File: src/rtl/mac_alu_sequencer.sv
// Sequences UMLAL/SMLAL accumulation over the shared 32-bit ALU (ADD low, ADC high).
// Optional N/Z flag update request enabled by defining LEG_LMAC_FLAGS_EN.
module mac_alu_sequencer (
    input  logic        clk,
    input  logic        reset,
    input  logic        StartE,
    input  logic        AccumulateE,
    input  logic        SetFlagsE,
    input  logic        FlushE,
    input  logic [31:0] ProdLo,
    input  logic [31:0] ProdHi,
    input  logic [31:0] AccLo,
    input  logic [31:0] AccHi,
    input  logic [31:0] ALUResult,
    input  logic        ALUCarryOut,
    output logic        SeqOwnsALU,
    output logic        SeqALUOpE,
    output logic [3:0]  SeqALUControlE,
    output logic [31:0] SeqSrcA,
    output logic [31:0] SeqSrcB,
    output logic        SeqPrevC,
    output logic        StallSeq,
    output logic        DoneE,
    output logic        WriteLoE,
    output logic        WriteHiE,
    output logic [31:0] ResultLo,
    output logic [31:0] ResultHi,
    output logic        FlagWriteE,
    output logic        NFlag,
    output logic        ZFlag
);

    typedef enum logic [1:0] {StIdle, StLo, StHi, StDone} seqState_t;

    seqState_t   stateQ, stateD;
    logic        carryQ, carryD;
    logic [31:0] resultLoQ, resultLoD;
    logic [31:0] resultHiQ, resultHiD;
    logic        accept;

`ifdef LEG_LMAC_FLAGS_EN
    logic        setFlagsQ, setFlagsD;
`else
    logic        unusedSetFlags;
    assign unusedSetFlags = SetFlagsE;
`endif

    assign accept = (stateQ == StIdle) && StartE && !FlushE;

    always_ff @(posedge clk) begin
        if (reset) begin
            stateQ    <= StIdle;
            carryQ    <= 1'b0;
            resultLoQ <= 32'd0;
            resultHiQ <= 32'd0;
`ifdef LEG_LMAC_FLAGS_EN
            setFlagsQ <= 1'b0;
`endif
        end else begin
            stateQ    <= stateD;
            carryQ    <= carryD;
            resultLoQ <= resultLoD;
            resultHiQ <= resultHiD;
`ifdef LEG_LMAC_FLAGS_EN
            setFlagsQ <= setFlagsD;
`endif
        end
    end

    // Next state; a flush in LO/HI abandons the op without touching the results.
    always_comb begin
        stateD    = stateQ;
        carryD    = carryQ;
        resultLoD = resultLoQ;
        resultHiD = resultHiQ;
`ifdef LEG_LMAC_FLAGS_EN
        setFlagsD = setFlagsQ;
`endif
        unique case (stateQ)
            StIdle: begin
                if (accept) begin
`ifdef LEG_LMAC_FLAGS_EN
                    setFlagsD = SetFlagsE;
`endif
                    if (AccumulateE) begin
                        stateD = StLo;
                    end else begin
                        stateD    = StDone;
                        resultLoD = ProdLo;
                        resultHiD = ProdHi;
                    end
                end
            end
            StLo: begin
                if (FlushE) begin
                    stateD = StIdle;
                end else begin
                    resultLoD = ALUResult;
                    carryD    = ALUCarryOut;
                    stateD    = StHi;
                end
            end
            StHi: begin
                if (FlushE) begin
                    stateD = StIdle;
                end else begin
                    resultHiD = ALUResult;
                    stateD    = StDone;
                end
            end
            StDone: stateD = StIdle;
            default: stateD = StIdle;
        endcase
    end

    always_comb begin
        SeqOwnsALU     = 1'b0;
        SeqALUOpE      = 1'b0;
        SeqALUControlE = 4'b0000;
        SeqSrcA        = 32'd0;
        SeqSrcB        = 32'd0;
        SeqPrevC       = 1'b0;
        DoneE          = 1'b0;
        unique case (stateQ)
            StLo: begin
                SeqOwnsALU     = 1'b1;
                SeqALUOpE      = 1'b1;
                SeqALUControlE = 4'b0100;
                SeqSrcA        = ProdLo;
                SeqSrcB        = AccLo;
            end
            StHi: begin
                SeqOwnsALU     = 1'b1;
                SeqALUOpE      = 1'b1;
                SeqALUControlE = 4'b0101;
                SeqSrcA        = ProdHi;
                SeqSrcB        = AccHi;
                SeqPrevC       = carryQ;
            end
            StDone:  DoneE = !FlushE;
            default: ;
        endcase
    end

    assign StallSeq = accept || (stateQ == StLo) || (stateQ == StHi);
    assign WriteLoE = DoneE;
    assign WriteHiE = DoneE;
    assign ResultLo = resultLoQ;
    assign ResultHi = resultHiQ;

`ifdef LEG_LMAC_FLAGS_EN
    assign FlagWriteE = DoneE && setFlagsQ;
    assign NFlag      = FlagWriteE && resultHiQ[31];
    assign ZFlag      = FlagWriteE && (resultHiQ == 32'd0) && (resultLoQ == 32'd0);
`else
    assign FlagWriteE = 1'b0;
    assign NFlag      = 1'b0;
    assign ZFlag      = 1'b0;
`endif

endmodule

File: config.mk
export PLATFORM = sky130hd
export DESIGN_NAME = mac_alu_sequencer
export DESIGN_NICKNAME = d
export VERILOG_FILES = /design/src/rtl/mac_alu_sequencer.sv
export SDC_FILE = /design/constraint.sdc
export NUM_CORES = 1
export LEC_CHECK = 0
export CORE_ASPECT_RATIO = 0.75
export CORE_MARGIN = 5
export CORE_UTILIZATION = 35
export CTS_BUF_LIST = sky130_fd_sc_hd__clkbuf_2 sky130_fd_sc_hd__clkbuf_4 sky130_fd_sc_hd__clkbuf_8
export CTS_CLUSTER_DIAMETER = 150
export DETAILED_ROUTE_END_ITERATION = 8
export PLACE_DENSITY = 0.84
export SETUP_SLACK_MARGIN = 0.15
export SLEW_MARGIN = 20
export SYNTH_ARGS = -nofsm -noshare
export SYNTH_HDL_FRONTEND = slang
export SYNTH_SLANG_ARGS = --single-unit
File: constraint.sdc
create_clock -name clk -period 2.1 [get_ports clk]
set_input_delay 0.315 -clock clk [delete_from_list [all_inputs] [get_ports clk]]
set_output_delay 0.315 -clock clk [all_outputs]
set_load 0.01 [all_outputs]
Yosys cells after proc, flatten, opt, wreduce, memory -nomap -nowiden. Index checks and enable logic that the tools add are counted. W data, S select, Z words.

Register bits after elaboration: 67. Bits in latches: 0. Memory bits (writable): 0. Bits in read-only memories: 0. Output and inout bits: 142. Word-level logic and storage cells: 42. Memories: 0.

Add/sub/neg operators: 0. Multiply operators: 0. Div/mod/pow operators: 0. $lt $le $gt $ge: 0. Equality and inequality tests: 7. Shifts and indexed selects: 0. Muxes and demuxes: 18. Bitwise gates (word level): 1. Reductions and logical operators: 12.

Operators with widths (number): $pmux W32 S2 (4); $mux W32 (5); $mux W2 (4); $ne A2 B2 Y1 const B (4); $pmux W2 S4 (1); $reduce_and A4 Y1 (2); $pmux W3 S2 (1); $eq A2 B2 Y1 const B (2); $reduce_bool A2 Y1 (2); $mux W1 (3); $eq A2 B1 Y1 const B (1); $logic_and A1 B1 Y1 (2); $logic_not A2 Y1 (1); $logic_or A1 B1 Y1 (2); $reduce_and A2 Y1 (1); $reduce_or A2 Y1 (1); $logic_not A1 Y1 (1); $not A1 Y1 (1).

Logic depth before layout (Yosys ltp). Gate-level depths: netlist of the first run.

Word-level depth: 5. Mapped depth: 8. Depth with buffers taken out: 5.

Worst setup path before layout of the first run. Ideal clock, no wire load.

Path type: register to output. Start: reg stateQ[0]. End: out SeqSrcA[23]. Arrival time: 1.535 ns. Setup slack: 0.250 ns. Cell stages (with the launch flop): 8. Path through: dfxtp_1 > inv_1 > ha_1 > buf_2 > buf_2 > buf_1 > a22oi_1 > nor2b_1.

Word-level cells in the longest chain between the ends: 2. Elaborated cells between the ends (all ways): 3. Classes of those cells: 2 x eq/ne; 1 x mux.

Ends and longest elaborated chain: start, declared (RTL line 35) `seqState_t stateQ, stateD;`; start signal, assigned (RTL line 52) `stateQ <= StIdle;`; start signal, assigned (RTL line 60) `stateQ <= stateD;`; $eq A2 B2 Y1 / $eq A2 B1 Y1 (equally long branches) (RTL line 124) `unique case (stateQ)`; $pmux W32 S2 (*) (RTL line 124); end, declared (RTL line 19) `output logic [31:0] SeqSrcA,`.

Every way passes the cells marked *; elsewhere a longest branch is shown, timed or not.

Worst setup path after layout of the first run.
Start: reg stateQ[0]. End: out SeqSrcA[8].

The elaborated chain is that of the path after synthesis.

==> results of run 1 <==
sequential cells by signal, indices dropped and copies added, names as in the netlist:
signal and count:
ResultHi 32, ResultLo 32, carryQ 1, stateQ 2
worst paths after layout:
path / from / cells after the start / slack, ns / endpoint
worst min-delay path: reset / 2 / 0.48 / carryQ$_SDFFE_PP0P_
worst min register to register: carryQ$_SDFFE_PP0P_ / 2 / 0.56 / carryQ$_SDFFE_PP0P_
worst max register to register: stateQ[1]$_SDFFE_PP0P_ / 9 / 0.12 / ResultHi[26]$_SDFFE_PP0P_
worst max-delay path: stateQ[0]$_SDFFE_PP0P_ / 8 / 0.008 / SeqSrcA[8]
cells by family (layout without fill, tap and decap cells):
group | count (synthesis) | in the layout | synth area share (%)
other | 1 | 5 | 0.0820
AO/OA/AOI/OAI | 134 | 134 | 28.4
multiplexers | 65 | 65 | 14.2
AND/OR/NAND/NOR | 142 | 142 | 18.1
flip-flops | 67 | 67 | 29.3
buffers and inverters | 71 | 424 | 8.73
adder cells (fa/ha/maj) | 4 | 4 | 1.10
metrics by stage:
step                util, %  cells
floorplan                 -    488
global placement       61.2    931
detailed placement     61.2    931
CTS                    69.3    999
global route           71.9   1012
finish                 71.9   1012
layer usage:
layer | part of all wire (%) | global-route usage, % | vias to the layer above
met5 | 0 | 0 | -
met2 | 51 | 45.1 | 283
met1 | 38 | 29.9 | 2718
met3 | 8.8 | 7.94 | 42
li1 | - | - | 2504
met4 | 2.1 | 7.74 | 0
critical path: cells and delay by family, from the launching register on:
| family | cells | cell delay [ns] |
|---|---|---|
| AOI/OAI and AO/OA | 1 | 0.14 |
| adders and majority gates | 1 | 0.20 |
| and+or+nand+nor | 1 | 0.08 |
| DFF | 1 | 0.36 |
| buffers and inverters | 5 | 0.65 |
what timing repair did:
action	CTS	global route
setup endpoints to repair	73	109
cloned	12	7
resized for setup	386	28
pin swaps	12	50
buffers inserted	40	6
synthesized netlist by cell type (all sizes together), types with 2 or more instances:
cell	n
buf	44
inv	3
a21oi	3
or2	3
dfxtp	67
mux2i	65
nor3b	2
nor2b	66
a211oi	64
nand2	2
a22oi	64
ha	4
nor2	2
nor3	64
clkbuf	24
cell type report:
class / count / area, µm²
Timing Repair Buffer: 405 / 4190
Multi-Input combinational cell: 350 / 3280
Fill cell: 893 / 3620
Sequential cell: 67 / 1350
Inverter: 3 / 13.8
Clock inverter: 7 / 92.6
Tap cell: 171 / 214
Clock buffer: 9 / 124
where the power goes:
part           internal (µW)  total (µW)  switching, µW
Combinational           1170        2050            874
Sequential              1360        1410           52.7
Clock                    666        1180            516
Total                   3200        4640           1440
==> results.py, run 1 <==
metrics = {
    "outcome": {
        "run_status": "completed",
    },
    "pwr": {
        "p_leak_uw": 0.00333,
        "ir_drop_v": 0.000267,
        "power.density_mw_per_mm2": 501,
        "fin_total_pwr_uw": 4640,
    },
    "global_routing": {
        "grt_remaining_overflow": 0,
        "antenna_found_initial": 0,
        "grt_pass1_wl_um": 31300,
        "track_usage_pct": 25.6,
        "grt_max_degree": 41,
        "grt_pass1_vias": 5699,
    },
    "yosys": {
        "syn-instance-count": 484,
        "synthDistinctLibCells": 28,
        "ys_seq_area_share_pct": 29.3,
        "yosysTopAreaCellShare_pct": 29.3,
        "synth_flop_cell": "dfxtp_1",
        "async_reset_ff_share_pct": 0,
        "ys_top_cells_by_area": "dfxtp_1 (29%), a211oi_2 (16%), mux2i_1 (14%)",
        "netlist_area_mm2": 0.00457,
        "synth-edff-count": 0,
        "synth_top_cell_by_area": "dfxtp_1",
        "syn_avg_cell_area_um2": 9.44,
        "ys_seq_elements": 67,
        "yosysWarnings": 0,
    },
    "timing": {
        "max_freq_mhz": 478,
        "setup_viol_count_final": 0,
        "min_period_over_period_pct": 99.6,
        "slew_headroom_pct": 61.7,
        "fin_crit_ns": 2.09,
        "skew_ns": 0.0105,
        "rsz0062_at_grt": "yes",
        "slew_violations": 0,
        "tns_ns": 0,
        "fin_ws_ns": 0.00826,
        "fin_hold_ws_ns": 0.477,
        "tightestPinTransition_ns": 0.575,
        "report.final.hold_viol_count": 0,
    },
    "setup_path": {
        "worstPathCellList": "buf_6, ha_4, buf_6, buf_12, buf_16, a22oi_2, nor2b_1, buf_2",
        "worstPathMaxFanout": 7,
        "crit_path_start_kind": "register",
        "cpMaxStageDelayCell": "dfxtp_4",
        "cp-end-kind": "output pin",
        "crit_top_cell": "buf_6",
        "path_class": "register to output pin",
        "cp_slowest_stage_delay_ns": 0.36,
        "arrival_ns": 1.78,
        "required_ns": 1.78,
    },
    "final_layout": {
        "layout_common_cells": "clkdlybuf4s50_1 (228), buf_2 (67), dfxtp_1 (65), nor2b_1 (65), mux2i_1 (65)",
        "final_common_cell": "clkdlybuf4s50_1",
        "drive_above_1_share_pct": 39.1,
        "stdcell_area_mm2": 0.00926,
        "area_delta_synth_final_pct": 103,
        "nNetsFinal": 1007,
        "antennaDiodeCount": 0,
    },
    "routing": {
        "first_iter_violations": 302,
        "vias": 5547,
        "post-route-drc-count": 0,
        "vias_per_cell": 5.48,
        "drt_wl_total_um": 22700,
        "ant_nets": 0,
        "wl_per_cell_um": 22.4,
        "firstDrtPassIters": 4,
    },
    "placed_design": {
        "hpwl_um": 14300,
        "place_ws_ns": -0.0172,
        "place_area_mm2": 0.00789,
        "gp_congestion": 0.900,
        "numPortBuffers": 302,
    },
    "clock_network": {
        "path_clk_slew_ns": 0.08,
        "clockBufferDepth": 2,
        "numCtsBuffers": 9,
        "cts_tree": "built",
        "clock-sinks": 67,
        "cts-htree-levels": 3,
        "hold_buffers": 0,
        "worstSkewPairLatency_ns": 0.34,
        "cts-root-buf": "clkbuf_8",
    },
    "die": {
        "row_count": 36,
        "core-area_mm2": 0.0129,
        "fp.dieW_um": 142,
        "start_util_pct": 35.5,
        "die-height_um": 109,
        "io_pins": 309,
        "die-area_mm2": 0.0155,
    },
    "worst_hold_path": {
        "min_path_type": "primary input to register",
    },
    "flow_run": {
        "cap_violations": 0,
    },
}
Note: power is estimated with default switching activity, not from simulation.
==> run 2, diff against run 1 <==
- CORE_ASPECT_RATIO: 0.75 -> unset
- CTS_CLUSTER_SIZE: unset -> 25
==> run 2 against run 1 <==
Against the previous run:
- clock skew is 0.0033 ns higher
- worst setup slack worse by 0.0038 ns
- combinational power is 6% lower
- clock power is 8% lower
- sequential share of layout area is 0.67 points higher
- register-to-register slack better by 0.10 ns
- sequential power hardly changed
- first-iteration DRC count is 0.99% higher
- count of clock-buffer cells in the layout is 1 higher
- critical path type unchanged
- largest power group unchanged
- highest routed layer unchanged
==> results.py, run 2 (synthesis results as in run 1) <==
metrics = {
    "outcome": {
        "run_status": "completed",
    },
    "clock_network": {
        "cts-root-buf": "clkbuf_8",
        "hold_buffers": 0,
        "numCtsBuffers": 9,
        "clockBufferDepth": 2,
        "clock-sinks": 67,
        "path_clk_slew_ns": 0.08,
        "worstSkewPairLatency_ns": 0.34,
        "cts_tree": "built",
        "cts-htree-levels": 3,
    },
    "routing": {
        "post-route-drc-count": 0,
        "vias": 5311,
        "vias_per_cell": 5.41,
        "ant_nets": 0,
        "first_iter_violations": 305,
        "drt_wl_total_um": 22300,
        "wl_per_cell_um": 22.7,
        "firstDrtPassIters": 4,
    },
    "timing": {
        "fin_crit_ns": 2.10,
        "rsz0062_at_grt": "yes",
        "skew_ns": 0.0138,
        "max_freq_mhz": 477,
        "slew_violations": 0,
        "min_period_over_period_pct": 99.8,
        "setup_viol_count_final": 0,
        "report.final.hold_viol_count": 0,
        "fin_ws_ns": 0.00449,
    },
    "placed_design": {
        "hpwl_um": 14200,
        "gp_congestion": 0.922,
        "place_ws_ns": -0.0785,
        "numPortBuffers": 302,
    },
    "pwr": {
        "pwr-share-clk_pct": 24.6,
        "p_sw_share_pct": 31.7,
        "power.density_mw_per_mm2": 499,
        "internal-power_uw": 3020,
        "power_switching_uw": 1400,
        "ir_drop_v": 0.000274,
        "sequentialPowerShare_pct": 31.9,
        "pwr-share-comb_pct": 43.5,
        "p_leak_uw": 0.00312,
    },
    "setup_path": {
        "cp_top_family": "buffers and inverters",
        "worstPathCellList": "buf_6, ha_4, buf_12, buf_16, buf_6, a22oi_2, nor2b_1, buf_2",
        "required_ns": 1.78,
        "crit_top_cell": "buf_6",
        "crit_path_start_kind": "register",
        "worstPathMaxFanout": 10,
        "path_class": "register to output pin",
        "arrival_ns": 1.78,
        "cp_slowest_stage_delay_ns": 0.36,
        "cpMaxStageDelayCell": "dfxtp_4",
        "crit_buf_inv": 5,
        "cp-end-kind": "output pin",
    },
    "final_layout": {
        "final_common_cell": "clkdlybuf4s50_1",
        "drive_above_1_share_pct": 36.2,
        "layout_common_cells": "clkdlybuf4s50_1 (228), buf_2 (66), dfxtp_1 (65), nor2b_1 (65), mux2i_1 (65)",
        "nNetsFinal": 977,
        "fin_util_pct": 69.7,
        "area_delta_synth_final_pct": 94.0,
        "antennaDiodeCount": 0,
    },
    "flow_run": {
        "cap_violations": 0,
    },
    "global_routing": {
        "grt_pass1_vias": 5727,
        "grt_remaining_overflow": 0,
        "grt_pass1_wl_um": 32800,
        "track_usage_pct": 26.2,
        "antenna_found_initial": 0,
        "grt_max_degree": 43,
    },
    "die": {
        "row_count": 41,
        "fp.dieW_um": 124,
        "die-height_um": 124,
        "io_pins": 309,
        "die-area_mm2": 0.0154,
        "start_util_pct": 35.9,
        "core-area_mm2": 0.0127,
    },
    "worst_hold_path": {
        "min_path_type": "primary input to register",
    },
}
-- run 2: changes by cell type in the layout (fill, tap and decap cells not counted), moves of 4 or more --
cell      delta
a211oi_2     +4
a211oi_4     -5
buf_8        -5
buf_4       -18
buf_12       -8
-- run 2: metal layers --
| metal | routed length (µm) | track usage, % | share of wire (%) |
|---|---|---|---|
| met5 | 0 | 0 | 0 |
| met4 | 741 | 10.8 | 3.3 |
| met3 | 1780 | 6.99 | 8.0 |
| met2 | 11600 | 47.4 | 52 |
| met1 | 8230 | 28.8 | 37 |
-- run 2: final timing paths --
path	slack (ns)	cells past startpoint	startpoint	endpoint
min reg2reg	0.50	2	carryQ$_SDFFE_PP0P_	carryQ$_SDFFE_PP0P_
min	0.43	2	reset	ResultLo[9]$_SDFFE_PP0P_
max reg2reg	0.22	8	stateQ[1]$_SDFFE_PP0P_	ResultHi[6]$_SDFFE_PP0P_
max	0.004	8	stateQ[1]$_SDFFE_PP0P_	SeqSrcA[9]
-- run 2: layout make-up --
type                       count  area [µm²]
tap                          172         215
timing repair buffer         375        3870
clock inverter                 5        61.3
inverter                       3        16.3
multi-input combinational    350        3220
sequential                    67        1350
clock buffer                  10         138
fill                         918        3860
-- run 2: what timing repair did --
action                                 4_1_cts  5_1_grt
pin swaps                                   11       28
gates resized for setup                    347       39
endpoints found under the hold margin        0        0
setup endpoints to repair                   94       83
setup buffers                               18       10
gates cloned                                11        6
-- run 2: stage by stage --
stage                     TNS, ns  instances  cell area (µm²)  total power [µW]  hold slack [ns]
after floorplan                 0        488             4590              2170            0.452
after global placement          0        922             7770              2920            0.472
after detailed placement   -0.774        922             7770              2960            0.484
after CTS                 -0.0167        966             8560              4320            0.414
after global routing       -0.658        982             8870              4620            0.458
final                           0        982             8870              4420            0.435
-- run 2: power by group through the flow --
stage               logic (µW)  clock network [µW]  registers, µW
floorplan                  701                   0           1470
global placement          1490                   0           1430
detailed placement        1530                   0           1440
CTS                       1800                1110           1410
global route              2020                1180           1420
finish                    1920                1090           1410
==> run 3, diff against run 2 <==
- CELL_PAD_IN_SITES_DETAIL_PLACEMENT: unset -> 0
- CELL_PAD_IN_SITES_GLOBAL_PLACEMENT: unset -> 1
- CORE_MARGIN: 5 -> 2
- CORE_UTILIZATION: 35 -> 26
- PLACE_DENSITY: 0.84 -> 0.89
==> run 3 against run 2 <==
Against the previous run:
- largest power group unchanged
- the run now ends with setup timing left
- die area up 21%
- combinational power shrank 3%
- non-clock buffer count up 6
- routed wire length is 7.0% lower
==> results.py, run 3 (synthesis results as in run 1) <==
metrics = {
    "final_layout": {
        "fin_util_pct": 51.6,
        "antennaDiodeCount": 0,
        "area_delta_synth_final_pct": 94.8,
        "multi_input_area_mm2": 0.00321,
        "layout_common_cells": "clkdlybuf4s50_1 (228), buf_2 (66), dfxtp_1 (65), nor2b_1 (65), mux2i_1 (65)",
        "final_common_cell": "clkdlybuf4s50_1",
        "layoutNonFillerInstCount": 1042,
        "drive_above_1_share_pct": 36.7,
        "nNetsFinal": 983,
        "fillerInstances": 1578,
        "ff_latch_area_mm2": 0.00135,
    },
    "timing": {
        "tns_ns": -0.00251,
        "report.final.hold_viol_count": 0,
        "rsz0062_at_grt": "yes",
        "min_period_over_period_pct": 100,
        "setup_viol_count_final": 1,
        "max_freq_mhz": 476,
        "slew_violations": 0,
        "fin_crit_ns": 2.10,
        "skew_ns": 0.00797,
        "fin_ws_ns": -0.00251,
    },
    "setup_path": {
        "worstPathCellList": "buf_6, ha_4, buf_6, buf_12, buf_16, a22oi_2, nor2b_1, buf_2",
        "path_class": "register to output pin",
        "cpMaxStageDelayCell": "dfxtp_2",
        "r2r_end": "ResultLo[14]$_SDFFE_PP0P_",
        "required_ns": 1.78,
        "crit_top_cell": "buf_6",
        "arrival_ns": 1.79,
        "rr_startpoint": "stateQ[0]$_SDFFE_PP0P_",
        "crit_path_start_kind": "register",
        "reg2reg_setup_slack_ns": 0.13,
        "rr_worst_depth": 9,
        "worstPathMaxFanout": 8,
        "cp_slowest_stage_delay_ns": 0.35,
        "cp-end-kind": "output pin",
    },
    "die": {
        "row_count": 48,
        "fp.dieW_um": 137,
        "io_pins": 309,
        "die-height_um": 137,
        "die-area_mm2": 0.0187,
        "start_util_pct": 26.5,
        "core-area_mm2": 0.0172,
    },
    "global_routing": {
        "grt_max_degree": 35,
        "grt_pass1_vias": 5065,
        "grt_pass1_wl_um": 28800,
        "antenna_found_initial": 0,
        "track_usage_pct": 20.1,
        "grt_remaining_overflow": 0,
    },
    "routing": {
        "ant_nets": 0,
        "wl_per_cell_um": 19.9,
        "vias": 5147,
        "post-route-drc-count": 0,
        "drt_wl_total_um": 20800,
        "first_iter_violations": 173,
        "vias_per_cell": 4.94,
        "firstDrtPassIters": 4,
    },
    "worst_hold_path": {
        "hold_path_depth": 2,
        "hold_start": "reset",
        "min_path_type": "primary input to register",
        "holdPathEnd": "ResultLo[8]$_SDFFE_PP0P_",
    },
    "placed_design": {
        "hpwl_um": 13100,
        "gp_congestion": 0.767,
        "placed_cells": 978,
        "place_ws_ns": -0.00386,
        "numPortBuffers": 302,
    },
    "clock_network": {
        "cts-root-buf": "clkbuf_8",
        "cts-htree-levels": 3,
        "clock-sinks": 67,
        "hold_buffers": 0,
        "numCtsBuffers": 9,
        "worstSkewPairLatency_ns": 0.36,
        "path_clk_slew_ns": 0.08,
        "cts_tree": "built",
        "clockBufferDepth": 2,
    },
    "outcome": {
        "violations": "setup timing",
        "run_status": "finished with violations",
    },
    "pwr": {
        "p_leak_uw": 0.00313,
        "ir_drop_v": 0.000229,
        "power.density_mw_per_mm2": 489,
    },
    "flow_run": {
        "cap_violations": 0,
    },
}
## run 3: changes by cell type in the layout (fill, tap and decap cells not counted), sizes merged
cell | before | now
dlygate4sd2 | 7 | 6
clkinvlp | 3 | 2
buf | 131 | 137
clkinv | 0 | 1
bufbuf | 3 | 1
bufinv | 1 | 0
clkbuf | 16 | 21
## run 3: worst max-delay path, delay by kind of cell, from the launching register on
kind,cells,cell delay (ns)
and+or+nand+nor,1,0.07
buffers and inverters,5,0.65
adders and majority gates,1,0.19
DFF,1,0.35
AOI/OAI and AO/OA,1,0.17
## run 3: layer usage
layer  wire length [µm]  GRT usage [%]  vias to the layer above  part of all wire, %
li1                   -              -                     2459                    -
met1               8370           24.0                     2465                   40
met2              10400           35.1                      191                   50
met3               1520           5.07                       32                  7.3
met4                433           6.54                        0                  2.1
met5                  0              0                        -                    0
## run 3: through the flow
| stage | hold WS, ns | cell area [µm²] | total power, µW |
|---|---|---|---|
| after floorplan | 0.452 | 4590 | 2170 |
| after global placement | 0.469 | 7900 | 2980 |
| after detailed placement | 0.485 | 7900 | 2990 |
| after CTS | 0.350 | 8560 | 4300 |
| after global routing | 0.359 | 8900 | 4580 |
| final | 0.374 | 8900 | 4360 |
## run 3: report_power, final
group | internal [µW] | total (µW) | switching (µW)
registers | 1360 | 1410 | 49.7
logic | 1070 | 1870 | 802
clock network | 513 | 1080 | 564
## run 3: final cells by class
cell class,count,area share [%]
Timing Repair Buffer,381,43.4
Multi-Input combinational cell,350,36.1
Sequential cell,67,15.1
Tap cell,225,3.16
Clock buffer,12,1.78
Clock inverter,4,0.365
Inverter,3,0.126
## run 3: repair_timing
action                                  in CTS  in global routing
setup buffers                               24                  8
endpoints found under the setup margin     105                108
resized for setup                          357                 22
cloned                                       6                 10
pin swaps                                   19                  9
## run 3: how the worst max path moves through the flow
stage | to | startpoint
6_report | SeqSrcA[2] | stateQ[1]$_SDFFE_PP0P_
5_1_grt | SeqSrcA[2] | stateQ[1]$_SDFFE_PP0P_
4_1_cts | SeqSrcA[12] | stateQ[1]$_SDFFE_PP0P_
3_5_place_dp | SeqSrcA[28] | stateQ[1]$_SDFFE_PP0P_
3_3_place_gp | SeqSrcA[31] | stateQ[0]$_SDFFE_PP0P_
2_1_floorplan | SeqSrcA[23] | stateQ[0]$_SDFFE_PP0P_
